[src/rtl/hash_table_arbiter.sv]
// hash_table_arbiter: round-robin arbiter that serialises NUM_REQ requesters onto one
// hash table port. One transaction at a time: IDLE grants, BUSY drives the table, RESP
// turns the result into a one-cycle resp_valid pulse for the granted requester.
// Optional watchdog on BUSY is compiled in with `define HASH_ARB_TIMEOUT_EN.

module hash_table_arbiter #(
    parameter int unsigned NUM_REQ        = 4,
    parameter int unsigned KEY_WIDTH      = 32,
    parameter int unsigned VALUE_WIDTH    = 32,
    parameter int unsigned TIMEOUT_CYCLES = 64,
    localparam int unsigned ID_WIDTH      = (NUM_REQ > 1) ? $clog2(NUM_REQ) : 1
) (
    input  logic                           clk,
    input  logic                           rst,
    input  logic [NUM_REQ-1:0]             req_valid,
    input  logic [2*NUM_REQ-1:0]           req_op_sel,
    input  logic [KEY_WIDTH*NUM_REQ-1:0]   req_key,
    input  logic [VALUE_WIDTH*NUM_REQ-1:0] req_value,
    output logic [NUM_REQ-1:0]             req_ready,
    output logic [NUM_REQ-1:0]             resp_valid,
    output logic [VALUE_WIDTH-1:0]         resp_value,
    output logic                           resp_error,
    output logic                           resp_timeout,
    output logic [KEY_WIDTH-1:0]           ht_key_in,
    output logic [VALUE_WIDTH-1:0]         ht_value_in,
    output logic [1:0]                     ht_op_sel,
    output logic                           ht_op_en,
    input  logic [VALUE_WIDTH-1:0]         ht_value_out,
    input  logic                           ht_op_done,
    input  logic                           ht_op_error,
    output logic                           busy,
    output logic [ID_WIDTH-1:0]            grant_id
);

    typedef enum logic [1:0] {StIdle, StBusy, StResp} state_e;

    localparam logic [NUM_REQ-1:0] ONE_HOT_BASE = NUM_REQ'(1);
    localparam logic [1:0]         OP_INVALID   = 2'b11;

    state_e                 state;
    logic [ID_WIDTH-1:0]    rr_ptr;
    logic                   grant_found;
    logic [ID_WIDTH-1:0]    grant_idx;
    logic [31:0]            cand_sum;
    logic [ID_WIDTH-1:0]    cand;
    logic [1:0]             sel_op;
    logic [KEY_WIDTH-1:0]   sel_key;
    logic [VALUE_WIDTH-1:0] sel_value;
    logic [ID_WIDTH-1:0]    next_ptr;

`ifdef HASH_ARB_TIMEOUT_EN
    localparam int unsigned CNT_WIDTH = $clog2(TIMEOUT_CYCLES + 1);

    logic [CNT_WIDTH-1:0] busy_cnt;
    logic                 timeout_flag;
    logic                 timeout_hit;

    // busy_cnt == n means n BUSY edges have already passed without completion
    assign timeout_hit  = (busy_cnt == CNT_WIDTH'(TIMEOUT_CYCLES - 1));
    assign resp_timeout = timeout_flag;
`else
    assign resp_timeout = 1'b0;
`endif

    // Round-robin search: first valid requester at or after rr_ptr, wrapping to 0
    always_comb begin
        grant_found = 1'b0;
        grant_idx   = '0;
        cand_sum    = '0;
        cand        = '0;
        for (int unsigned i = 0; i < NUM_REQ; i++) begin
            cand_sum = 32'(rr_ptr) + i;
            if (cand_sum >= NUM_REQ) begin
                cand_sum = cand_sum - NUM_REQ;
            end
            cand = cand_sum[ID_WIDTH-1:0];
            if (!grant_found && req_valid[cand]) begin
                grant_found = 1'b1;
                grant_idx   = cand;
            end
        end
    end

    assign sel_op    = req_op_sel[2*grant_idx +: 2];
    assign sel_key   = req_key[32'(grant_idx)*KEY_WIDTH +: KEY_WIDTH];
    assign sel_value = req_value[32'(grant_idx)*VALUE_WIDTH +: VALUE_WIDTH];
    assign next_ptr  = (grant_id == ID_WIDTH'(NUM_REQ - 1)) ? '0 : grant_id + 1'b1;

    // Transaction FSM with all outputs registered
    always_ff @(posedge clk) begin
        if (rst) begin
            state        <= StIdle;
            rr_ptr       <= '0;
            grant_id     <= '0;
            req_ready    <= '0;
            resp_valid   <= '0;
            resp_value   <= '0;
            resp_error   <= 1'b0;
            ht_key_in    <= '0;
            ht_value_in  <= '0;
            ht_op_sel    <= '0;
            ht_op_en     <= 1'b0;
            busy         <= 1'b0;
`ifdef HASH_ARB_TIMEOUT_EN
            busy_cnt     <= '0;
            timeout_flag <= 1'b0;
`endif
        end else begin
            req_ready  <= '0;
            resp_valid <= '0;
            unique case (state)
                StIdle: begin
                    if (grant_found) begin
                        req_ready   <= ONE_HOT_BASE << grant_idx;
                        grant_id    <= grant_idx;
                        ht_op_sel   <= sel_op;
                        ht_key_in   <= sel_key;
                        ht_value_in <= sel_value;
                        // An invalid op never reaches the table
                        ht_op_en    <= (sel_op != OP_INVALID);
                        busy        <= 1'b1;
                        state       <= StBusy;
`ifdef HASH_ARB_TIMEOUT_EN
                        busy_cnt    <= '0;
`endif
                    end
                end
                StBusy: begin
                    if (ht_op_sel == OP_INVALID) begin
                        resp_error   <= 1'b1;
`ifdef HASH_ARB_TIMEOUT_EN
                        timeout_flag <= 1'b0;
`endif
                        state        <= StResp;
                    end else if (ht_op_done) begin
                        // Completion wins over a coincident watchdog expiry
                        resp_value   <= ht_value_out;
                        resp_error   <= ht_op_error;
                        ht_op_en     <= 1'b0;
`ifdef HASH_ARB_TIMEOUT_EN
                        timeout_flag <= 1'b0;
`endif
                        state        <= StResp;
                    end
`ifdef HASH_ARB_TIMEOUT_EN
                    else if (timeout_hit) begin
                        resp_error   <= 1'b1;
                        timeout_flag <= 1'b1;
                        ht_op_en     <= 1'b0;
                        state        <= StResp;
                    end else begin
                        busy_cnt     <= busy_cnt + 1'b1;
                    end
`endif
                end
                StResp: begin
                    resp_valid <= ONE_HOT_BASE << grant_id;
                    rr_ptr     <= next_ptr;
                    ht_op_en   <= 1'b0;
                    busy       <= 1'b0;
                    state      <= StIdle;
                end
                default: begin
                    ht_op_en <= 1'b0;
                    busy     <= 1'b0;
                    state    <= StIdle;
                end
            endcase
        end
    end

endmodule
[config.mk]
export PLATFORM = sky130hd
export DESIGN_NAME = hash_table_arbiter
export DESIGN_NICKNAME = d
export VERILOG_FILES = /design/src/rtl/hash_table_arbiter.sv
export SDC_FILE = /design/constraint.sdc
export NUM_CORES = 1
export LEC_CHECK = 0
export BUFFER_PORTS_ARGS = -buffer_cell sky130_fd_sc_hd__buf_2
export CORE_AREA = 4 4 158 160
export DETAILED_ROUTE_END_ITERATION = 6
export DIE_AREA = 0 0 162 164
export GPL_ROUTABILITY_DRIVEN = 0
export SYNTH_ARGS = -nofsm -noshare
export SYNTH_HDL_FRONTEND = slang
export SYNTH_SLANG_ARGS = --single-unit
[constraint.sdc]
create_clock -name clk -period 1.91 [get_ports clk]
set_input_delay 0.382 -clock clk [delete_from_list [all_inputs] [get_ports clk]]
set_output_delay 0.382 -clock clk [all_outputs]
set_load 0.1 [all_outputs]
# After elaboration in Yosys (flattened, before gate mapping)
# Cells that the tools add are included.
# op_classes
shifts,5
bitwise_logic,5
addsub,8
order_cmp,8
n_eq_ne,9
mux,33
n_reduce_logical,16
# op_table
cell,count
$shiftx A128 B8 Y32,2
$mux W2,12
$mux W1,14
$lt A2 B3 Y1 const B,4
$ge A3 B3 Y1 const B,3
$bmux W1 S2,4
$ne A2 B2 Y1 const B,4
$reduce_and A2 Y1,4
$shiftx A8 B4 Y2,1
$shl A1 B2 Y4 const A,2
$sub A2 B1 Y2 const B,4
$add A2 B2 Y3 const B,2
$eq A2 B2 Y1 const B,3
$reduce_and A3 Y1,2
$not A1 Y1,5
$pmux W1 S2,2
$pmux W2 S2,1
$add A2 B1 Y3 const B,1
$ge A2 B3 Y1 const B,1
$logic_and A1 B1 Y1,3
$logic_not A1 Y1,3
$ne A3 B3 Y1 const B,1
$reduce_or A3 Y1,1
$add A2 B1 Y2 const B,1
4 further kinds,4
# word_totals
inputBits,304
wordCells,96
regBits,115
out_inout_bits,112

# Depth between registers and ports, before layout
# logic_depth
ltp_word,18
mapped_depth,9
ltp_nobuf,7

# Worst setup path before layout
# OpenSTA, ideal clock, no wires.
# synth_path
path_kind,register to register
startpoint,register ht_op_sel[0]
endpoint,register resp_value[28]
setup_slack_ps,-159
synth_period_minus_slack_ps,2069
stages_incl_launch_ff,8
t_required_ps,1839
setup_time_ps,71
path_buffers,2
t_arrival_ps,1998
path_cell_list,dfxtp_1 nand2_1 nand3_1 or2_2 clkbuf_1 clkbuf_1 nand2_1 a21oi_1
# synth_via
elab_chain_cells,3
# synth_lines
element,line_no,rtl
from (decl),26,"output logic [1:0] ht_op_sel,"
from (signal assigned),116,ht_op_sel <= sel_op;
$eq A2 B2 Y1,129,if (ht_op_sel == OP_INVALID) begin
$not A1 Y1 (no source line),n/a,
$reduce_and A3 Y1 (no source line),n/a,
to (signal assigned),137,resp_value <= ht_value_out;
to (decl),21,"output logic [VALUE_WIDTH-1:0] resp_value,"
# No other way between the ends.
# A chain may end at the register's enable or synchronous reset.

# Worst setup path after layout
# layout_path
startpoint,register rr_ptr[0]
endpoint,register ht_value_in[3]
# layout_via
elab_chain_cells,15
word_cells_on_any_way,39
classes_between,add/sub: 7; order compare: 4; shift: 1; mux: 20; reduce/logical: 7
# layout_lines
element,line_no,rtl
from (decl),41,logic [ID_WIDTH-1:0] rr_ptr;
from (signal assigned),158,rr_ptr <= next_ptr;
branches (longest 15 deep; another with $add A2 B1 Y3),n/a,
to (signal assigned),118,ht_value_in <= sel_value;
to (decl),25,"output logic [VALUE_WIDTH-1:0] ht_value_in,"
# Several ways; the timed one is not identified. The select of a mux whose other input is x is not followed.

==> flow_summary_export.csv <==
group,metric,value,unit
route,route.detailed.wl_per_inst,17.5,µm
finish,nNetsFinal,1464,
sta,fmax,0.503,GHz
cts,clock_latency,0.41,ns
synthesis,synth.most_common_cell,"nand2_1",
sta,final.period_utilization,104,%
synthesis,syn_area_per_cell,7.89,µm²
setup_path,slowest_delay,0.35,ns
floorplan,design.core.area,0.0234,mm²
synthesis,synth.largest_area_cell,"dfxtp_1",
flow_run,cap_viol_max_count,0,
placed_design,dpl.hpwl,19400,µm
setup_path,path_buf_inv,4,
synthesis,synth.distinct_cells,36,
power,power.clock.fraction,31.8,%
setup_path,timing.rr.end,"ht_value_in[3]$_SDFFE_PP0P_",
finish,final_layout_size_suffix_gt1_share,52.9,%
global_route,grt-ovfl-total,0,
finish,flow.area_growth_from_synthesis,66.4,%
global_route,grt_max_degree,67,
setup_path,rr_worst_depth,9,
synthesis,leading_cell_types_by_total_area_after_synthesis,"dfxtp_1 (39%), nand2_1 (13%), a22o_1 (9.7%)",
power,intPower,5610,µW
floorplan,design.die.area,0.0266,mm²
hold_path,worst_hold_startpoint,"ht_value_out[17]",
power,power_frac_seq,28.4,%
cts,cts.path.max_buffers,2,
setup_path,crit_path_cell_trace,"inv_2, a22o_1, buf_4, a211oi_4, buf_6, buf_4, a211oi_2, a31oi_1, a22o_1",
setup_path,crit-reg2reg-launch,"rr_ptr[0]$_SDFFE_PP0N_",
power,power.leakage,0.00467,µW
setup_path,setup.reg_to_reg.worst_slack,-0.08,ns
setup_path,critical-path-slowest-cell,"dfxtp_2",
floorplan,ioPinCount,416,
synthesis,synth.yosys.seq_area_share,39.3,%
sta,timing_max_transition_violations_final,0,
floorplan,dieHeight,164,µm
cts,cts_buffers,17,
power,highest_ir_drop_seen_on_vdd,0.441,mV
power,power-per-cell-area,1000,mW/mm²
cts,tritoncts_num_sinks,115,
setup_path,required,2.26,ns
floorplan,die-width,162,µm
sta,final_critical_path_setup_slack,-0.0794,ns
power,power_switching,4160,µW
sta,worst_hold_slack,0.204,ns
synthesis,synth_enable_flop_cells,0,
sta,final.setup_skew,0.00904,ns
placed_design,placed_cell_area,0.00853,mm²
synthesis,synth_async_reset_ratio,0,%
cts,cts_htree_levels,4,
synthesis,syn-cell-area,0.00586,mm²
floorplan,placement_rows,56,
sta,report.final.setup_viol,48,
sta,fin_setup_tns,-1.00,ns
route,routed_wl,26100,µm
finish,final_design_area_no_fill,0.00976,mm²
setup_path,crit_fanout,14,
global_route,global_route.usage.total,18.5,%
sta,hold_violations,0,
sta,rsz0062_at_grt,"true",
route,antenna_left,0,
synthesis,postSynthRegisterBits,115,
setup_path,worst-setup-path-type,"flip-flop to flip-flop",
sta,min_period,1.99,ns
route,firstDrtPassIters,5,
hold_path,min_path_cells,3,
placed_design,port_buffers,414,
synthesis,synth_top_flop_cell,"dfxtp_1",
outcome,status,"complete, but fails checks",
global_route,initial_antenna_violation_count,7,
global_route,first_pass_grt_wire_length,38400,µm
route,detailedRoute.firstIterationViolations,424,
cts,tritoncts,"done",
synthesis,yosysWarningCount,0,
cts,cts_hold_buf,0,
setup_path,worst_path_dominant_cell_family,"compound AO/OA/AOI/OAI gates",
synthesis,netlist.area_leader.share,39.3,%
synthesis,synthesis.instances,743,
floorplan,floorplan.initialDensity,25.0,%
setup_path,timing.critical_path.arrival,2.34,ns
route,routed-via-count,7121,
global_route,first_global_vias,7074,
hold_path,worstHoldPathType,"input pin to flip-flop",
setup_path,start_kind,"flip-flop",
cts,clockRootBuffer,"clkbuf_16",
route,drt-vias-per-instance,4.77,
route,detail_route.drc_violations,0,
synthesis,ys_top_cells_by_count,"nand2_1 (200), dfxtp_1 (115), a22o_1 (65)",
cts,clk_pin_slew_worst_paths,0.06,ns
power,power.share.combinational,39.8,%
hold_path,hold_path_end,"resp_value[17]$_SDFFE_PP0P_",
power,power_switching_share,42.6,%
sta,max_slew_margin,58.9,%
setup_path,worst_setup_path_end_kind,"flip-flop",
outcome,failing_checks,"setup timing",
sta,worst_pin_slew,0.617,ns
synthesis,synth_fp_nets,1048,
[power by group through the flow]
stage / registers (µW) / logic [µW] / clock network (µW)
final: 2780 / 3880 / 3110
after global routing: 2810 / 4080 / 3330
after global placement: 2820 / 3570 / 0
after detailed placement: 2820 / 3590 / 0
after floorplan: 4470 / 970 / 0
after CTS: 2780 / 3840 / 3210
[state kept, by name, indices dropped and copies added (netlist names)]
register,cells
ht_key_in,32
ht_value_in,32
resp_value,32
req_ready,4
resp_valid,4
grant_id,2
ht_op_sel,2
rr_ptr,2
state,2
busy,1
ht_op_en,1
resp_error,1
[timing repair]
action | 4_1_cts | 5_1_grt
gates cloned | 5 | 1
endpoints found under the setup margin | 67 | 67
gates resized for setup | 76 | 35
setup buffers | 2 | 1
pin swaps | 9 | 3
[cell families (layout without fill, tap and decap cells)]
family / after synthesis / count (layout) / share of synthesized area (%)
AOI/OAI and AO/OA: 244 / 244 / 30.5
adders and majority gates: 1 / 1 / 0.213
buffers and inverters: 77 / 506 / 6.30
DFF: 115 / 115 / 39.3
muxes: 4 / 4 / 0.683
other: 1 / 3 / 0.0640
and+or+nand+nor: 301 / 301 / 22.9
[worst max-delay path by stage]
stage,slack (ns),start,cells past startpoint,endpoint
2_1_floorplan,0.02,req_valid[3],9,ht_key_in[3]$_SDFFE_PP0P_
3_3_place_gp,-0.29,req_valid[3],9,ht_key_in[19]$_SDFFE_PP0P_
3_5_place_dp,-0.29,req_valid[3],9,ht_key_in[19]$_SDFFE_PP0P_
4_1_cts,-0.07,rr_ptr[0]$_SDFFE_PP0N_,9,ht_value_in[30]$_SDFFE_PP0P_
5_1_grt,-0.15,rr_ptr[0]$_SDFFE_PP0N_,10,ht_op_sel[0]$_SDFFE_PP0P_
6_report,-0.08,rr_ptr[0]$_SDFFE_PP0N_,9,ht_value_in[3]$_SDFFE_PP0P_
[cell type report]
type | count | area [µm²]
clock buffer | 17 | 425
tap | 319 | 399
antenna | 2 | 5.00
inverter | 3 | 11.3
timing repair buffer | 471 | 2840
clock inverter | 15 | 144
sequential | 115 | 2310
fill | 2417 | 13600
multi-input combinational | 551 | 3630
[metal layers]
metal	wire, µm	up-vias	GRT usage (%)
li1	-	3486	-
met5	58	-	0
met1	10500	3276	20.8
met4	648	8	7.15
met3	2070	48	5.75
met2	12900	303	32.6
[worst reg2reg max path, stage by stage (launching register included)]
cell	delay, ns
dfxtp_2	0.35
inv_2	0.04
a22o_1	0.21
buf_4	0.15
a211oi_4	0.27
buf_6	0.24
buf_4	0.19
a211oi_2	0.07
a31oi_1	0.25
a22o_1	0.16
[through the flow]
stage	setup slack, ns	power, µW	utilization [%]	std cells
after floorplan	0.0222	5440	-	743
after global placement	-0.292	6390	36.4	1450
after detailed placement	-0.287	6410	36.4	1450
after CTS	-0.0660	9820	41.0	1489
after global routing	-0.149	10200	41.7	1493
final	-0.0794	9770	41.7	1493
[layout by cell type (no fill, tap or decap), types with 3 or more instances in the layout]
master	n
clkbuf_16	18
and2_1	39
buf_4	32
and2_4	25
a21oi_1	42
clkinvlp_4	3
nor4_1	3
mux2i_1	4
dfxtp_1	112
buf_12	14
inv_6	7
buf_16	4
nor2_1	11
a31oi_2	3
nand2b_1	5
dfxtp_2	3
nand2_2	12
a22o_1	65
a31oi_1	61
buf_6	4
a211oi_1	4
buf_2	414
nand2_1	186
nor3_1	6
a211oi_2	60
Note: power is estimated with default switching activity, not from simulation.
